### src/rtl/cmp_seq2.sv
// Digit-serial unsigned magnitude comparator: two bits per clock, MSB digit first,
// early exit on the first differing digit, start/ready/done_tick handshake.
module cmp_seq2 #(
  parameter int W = 8
) (
  input  logic         clk,
  input  logic         reset_n,
  input  logic         start,
  input  logic [W-1:0] a,
  input  logic [W-1:0] b,
  output logic         ready,
  output logic         done_tick,
  output logic         agtb,
  output logic         aeqb,
  output logic         altb
);

  localparam int D  = W / 2;
  localparam int CW = (D > 1) ? $clog2(D) : 1;
  localparam logic [CW-1:0] CNT_LOAD = CW'(D - 1);

  typedef enum logic [1:0] {IDLE, OP, DONE} state_t;

  state_t        state, state_nx;
  logic [W-1:0]  sa, sb, sa_nx, sb_nx;
  logic [CW-1:0] cnt, cnt_nx;
  logic          gt_nx, eq_nx, lt_nx;
  logic          dgt, dlt;

  // 2-bit greater-than slice; used both ways round to get the less-than decision
  function automatic logic gt2(input logic [1:0] x, input logic [1:0] y);
    return (x[1] & ~y[1]) | (~(x[1] ^ y[1]) & x[0] & ~y[0]);
  endfunction

  assign dgt       = gt2(sa[W-1 -: 2], sb[W-1 -: 2]);
  assign dlt       = gt2(sb[W-1 -: 2], sa[W-1 -: 2]);
  assign ready     = (state == IDLE);
  assign done_tick = (state == DONE);

  always_ff @(posedge clk or negedge reset_n) begin
    if (!reset_n) begin
      state <= IDLE;
      sa    <= '0;
      sb    <= '0;
      cnt   <= '0;
      agtb  <= 1'b0;
      aeqb  <= 1'b0;
      altb  <= 1'b0;
    end else begin
      state <= state_nx;
      sa    <= sa_nx;
      sb    <= sb_nx;
      cnt   <= cnt_nx;
      agtb  <= gt_nx;
      aeqb  <= eq_nx;
      altb  <= lt_nx;
    end
  end

  always_comb begin
    state_nx = state;
    sa_nx    = sa;
    sb_nx    = sb;
    cnt_nx   = cnt;
    gt_nx    = agtb;
    eq_nx    = aeqb;
    lt_nx    = altb;
    case (state)
      IDLE: begin
        if (start) begin
          sa_nx    = a;
          sb_nx    = b;
          cnt_nx   = CNT_LOAD;
          gt_nx    = 1'b0;
          eq_nx    = 1'b0;
          lt_nx    = 1'b0;
          state_nx = OP;
        end
      end
      OP: begin
        if (dgt) begin
          gt_nx    = 1'b1;
          state_nx = DONE;
        end else if (dlt) begin
          lt_nx    = 1'b1;
          state_nx = DONE;
        end else if (cnt == '0) begin
          eq_nx    = 1'b1;
          state_nx = DONE;
        end else begin
          sa_nx  = sa << 2;
          sb_nx  = sb << 2;
          cnt_nx = cnt - CW'(1);
        end
      end
      DONE:    state_nx = IDLE;
      default: state_nx = IDLE;
    endcase
  end

endmodule

### config.mk
export PLATFORM = sky130hd
export DESIGN_NAME = cmp_seq2
export DESIGN_NICKNAME = d
export VERILOG_FILES = /design/src/rtl/cmp_seq2.sv
export SDC_FILE = /design/constraint.sdc
export NUM_CORES = 1
export LEC_CHECK = 0
export CAP_MARGIN = 40
export CORE_ASPECT_RATIO = 0.7
export CORE_MARGIN = 1.5
export CORE_UTILIZATION = 55
export DETAILED_ROUTE_END_ITERATION = 8
export DONT_BUFFER_PORTS = 1
export GPL_TIMING_DRIVEN = 0
export HOLD_SLACK_MARGIN = 0.12
export MAX_ROUTING_LAYER = met4
export PLACE_DENSITY = 0.73
export SKIP_LAST_GASP = 1
export SYNTH_ARGS = -nofsm -noshare
export SYNTH_HDL_FRONTEND = slang
export SYNTH_SLANG_ARGS = --single-unit
### constraint.sdc
create_clock -name clk -period 2.1 [get_ports clk]
set_input_delay 0.42 -clock clk [delete_from_list [all_inputs] [get_ports clk]]
set_output_delay 0.42 -clock clk [all_outputs]
set_load 0.005 [all_outputs]
==> impl_results.md <==
* CP cell instances: inv_1, ha_1, and3b_2, nor3_4, a31oi_4, inv_4, buf_12, mux2_4
* Leading area contributor after synthesis: dfrtp_1
* Crit path max-delay family: simple AND/OR/NAND/NOR gates
* Slowest cell on the critical path: dfrtp_1
* Power density over the cells at 1710 nW/um^2
* Commonest cells after routing, fill and taps aside: nor2_1 (30), dfrtp_1 (23), mux2_4 (6), mux2i_1 (6), inv_1 (5)
* Hold depth at 1
* TritonCTS Sinks at 23
* Post-DRT Antenna Nets at 0
* DR DRC count at 0
* WL/cell at 15.4 um
* Syn_nets at 129
* Syn Inst Count at 107
* Fill count at 156
* Worst skew pair latency at 0.31 ns
* Register area share after synthesis at 47.6%
* TritonCTS clock tree: built
* Placer Congestion at 0.800
* CTS root buf: clkbuf_4
* Sum Neg Setup Slack at 0 ns
* CP startpoint kind: flip-flop
* Synth top area share at 47.6%
* Max Cap Violations at 0
* Die height at 42.2 um
* Largest net degree at the start of global routing at 24
* Layout Nets at 139
* Avg Vias per Cell at 5.59
* Rel. slew slack at 56.0%
* Core Box Area at 1970 um^2
* Fraction of layout cells with a size suffix above 1 at 26.7%
* Io pins at 24
* DP Wirelength at 1.58 mm
* Die area at 2490 um^2
* Max Slew Vio Count at 0
* Outcome: finished, final reports clean
* Initial core utilization at 61.4%
* Post-Route Skew at 0.0100 ns
* Most common cell after layout, fill and taps aside: nor2_1
* DR vias at 816
* #FFs+latches synth at 23
* Synthesis-to-layout area growth at 9.63%
* FF-to-FF path depth at 8
* Worst-margin pin slew at 0.658 ns
* Final Hold Viols at 0
* Levels on crit path at 8
* Leakage Power at 0.615 nW
* Ant diodes at 0
* Synthesis Warnings at 0
* Worst Setup End Kind: flip-flop
* First-pass GRT wire length at 3.74 mm
* Row cnt at 13
* Iter 0 DRT Violations at 26
* Worst-path clk slew at 0.13 ns
* VDD IR-drop max at 0.000820 V
* Crit path DAT at 2.21 ns
* Count of input and output buffers at 0
* Avg Inst Size Synth at 11.3 um^2
* Initial DRT Pass Iterations at 4
* Highest clock rate at 498 MHz
* Final setup viols at 0
* Slowest stage delay, CP at 0.37 ns
* Die X at 59.0 um
* WS Path Type: flip-flop to flip-flop
* Final period util at 95.5%
* Clock Path Buffers at 2
* GRT overflow at 0
* Final wirelength at 2.25 mm
* Critical-path maximum fanout at 10
* Post-Syn Area at 1210 um^2
* Initial antenna violation count at 0
* CTS buffer count at 3
* Vias in the first global route at 786
* Top cells by area, synth: dfrtp_1 (48%), nor2_1 (9.3%), mux2_4 (7.5%)
* Pwr Total at 0.00227 W
* GRT Resource Usage Total at 20.8%
* Buffers & Inverters on Critical Path at 3
* Min Clock Period, post-route at 2.01 ns
* Hold crit path type: input pin to flip-flop
* Htree depth at 1
* Critical Path RT at 2.30 ns
* Synth cell types at 28
-- registers in the layout, summed over array words and instances, names as in the netlist --
register and flops:
sa 8, sb 8, cnt 2, state 2, aeqb 1, agtb 1
altb 1
-- worst register-to-register path, stage by stage (launching register included) --
cell and delay [ns]:
dfrtp_1 0.37, inv_1 0.06, ha_1 0.33, and3b_2 0.26, nor3_4 0.18, a31oi_4 0.14, inv_4 0.11, buf_12 0.14
mux2_4 0.30
-- cell type report --
type	instances	area, um^2	share of cell area (%)
buffer	4	40.0	3.02
clock buffer	4	26.3	1.98
inverter	6	25.0	1.89
multi-input combinational	74	577	43.5
sequential	23	576	43.4
tap	30	37.5	2.83
timing repair buffer	5	43.8	3.31
-- path summary, 6_finish.rpt --
check                      startpoint    end  slack, ns
setup / recovery                sa[7]  sa[5]       0.09
hold / removal                   a[0]  sa[0]       0.24
setup reg to reg                sa[7]  sa[5]       0.09
hold reg to reg                 sa[4]  sa[4]       0.53
max in group asynchronous     reset_n  sa[3]       1.01
min in group asynchronous     reset_n   aeqb       0.56
-- power breakdown --
group          switching (W)  internal [W]  leakage [nW]
clock network       0.000132     0.0000742        0.0150
logic               0.000608      0.000655         0.326
registers           0.000145      0.000652         0.274
-- layer usage --
layer / vias up / GRT usage [%] / part of all wire (%) / wire length (um)
met5: - / - / 0 / 0
met3: 2 / 6.17 / 3.9 / 87
met2: 19 / 28.7 / 46 / 1030
met1: 403 / 30.6 / 50 / 1120
li1: 392 / - / - / -
met4: 0 / 4.09 / 0.58 / 13
-- logic make-up (layout without fill, tap and decap cells) --
logic type / Yosys count / count (layout) / synth area share, %
and+or+nand+nor: 37 / 37 / 14.1
AOI/OAI and AO/OA: 19 / 19 / 14.6
adders and majority gates: 3 / 3 / 3.11
muxes: 15 / 15 / 15.2
DFF: 23 / 23 / 47.6
buffers and inverters: 10 / 19 / 5.38
-- through the flow --
step | instance area [um^2] | hold WS, ns | instances | setup WS (ns) | util (%)
after floorplan | 1210 | 0.124 | 107 | 0.157 | -
after global placement | 1250 | 0.125 | 137 | 0.0313 | 63.3
after detailed placement | 1250 | 0.125 | 137 | 0.00659 | 63.3
after CTS | 1290 | 0.237 | 143 | 0.00484 | 65.5
after global routing | 1330 | 0.227 | 146 | -0.00392 | 67.3
final | 1330 | 0.237 | 146 | 0.0939 | 67.3
-- what timing repair did --
item | CTS | global route
resized for setup | 0 | 1
endpoints found under the hold margin | 23 | 0
hold buffers | 1 | 0
pin swaps | 1 | 2
setup buffers | 1 | 2
setup endpoints to repair | 6 | 6
-- Yosys cell counts --
| cell | count |
|---|---|
| ha_1 | 3 |
| nor2b_1 | 2 |
| dfrtp_1 | 23 |
| nor2_1 | 30 |
| a31oi_2 | 1 |
| inv_1 | 5 |
| o2111ai_1 | 2 |
| o311a_2 | 2 |
| buf_2 | 1 |
| mux2i_1 | 6 |
| nand2b_1 | 2 |
| a211o_1 | 2 |
| and3b_2 | 1 |
| buf_6 | 1 |
| mux2_4 | 6 |
| a22o_1 | 1 |
| a41oi_1 | 1 |
| buf_12 | 1 |
| a22o_2 | 4 |
| clkbuf_1 | 1 |
| a21oi_1 | 1 |
| a31oi_4 | 1 |
| o21bai_1 | 1 |
| o21ai_0 | 3 |
| mux2_2 | 3 |
| nor2_2 | 1 |
| inv_4 | 1 |
| nor3_4 | 1 |
Note: power is estimated with default switching activity, not from simulation.
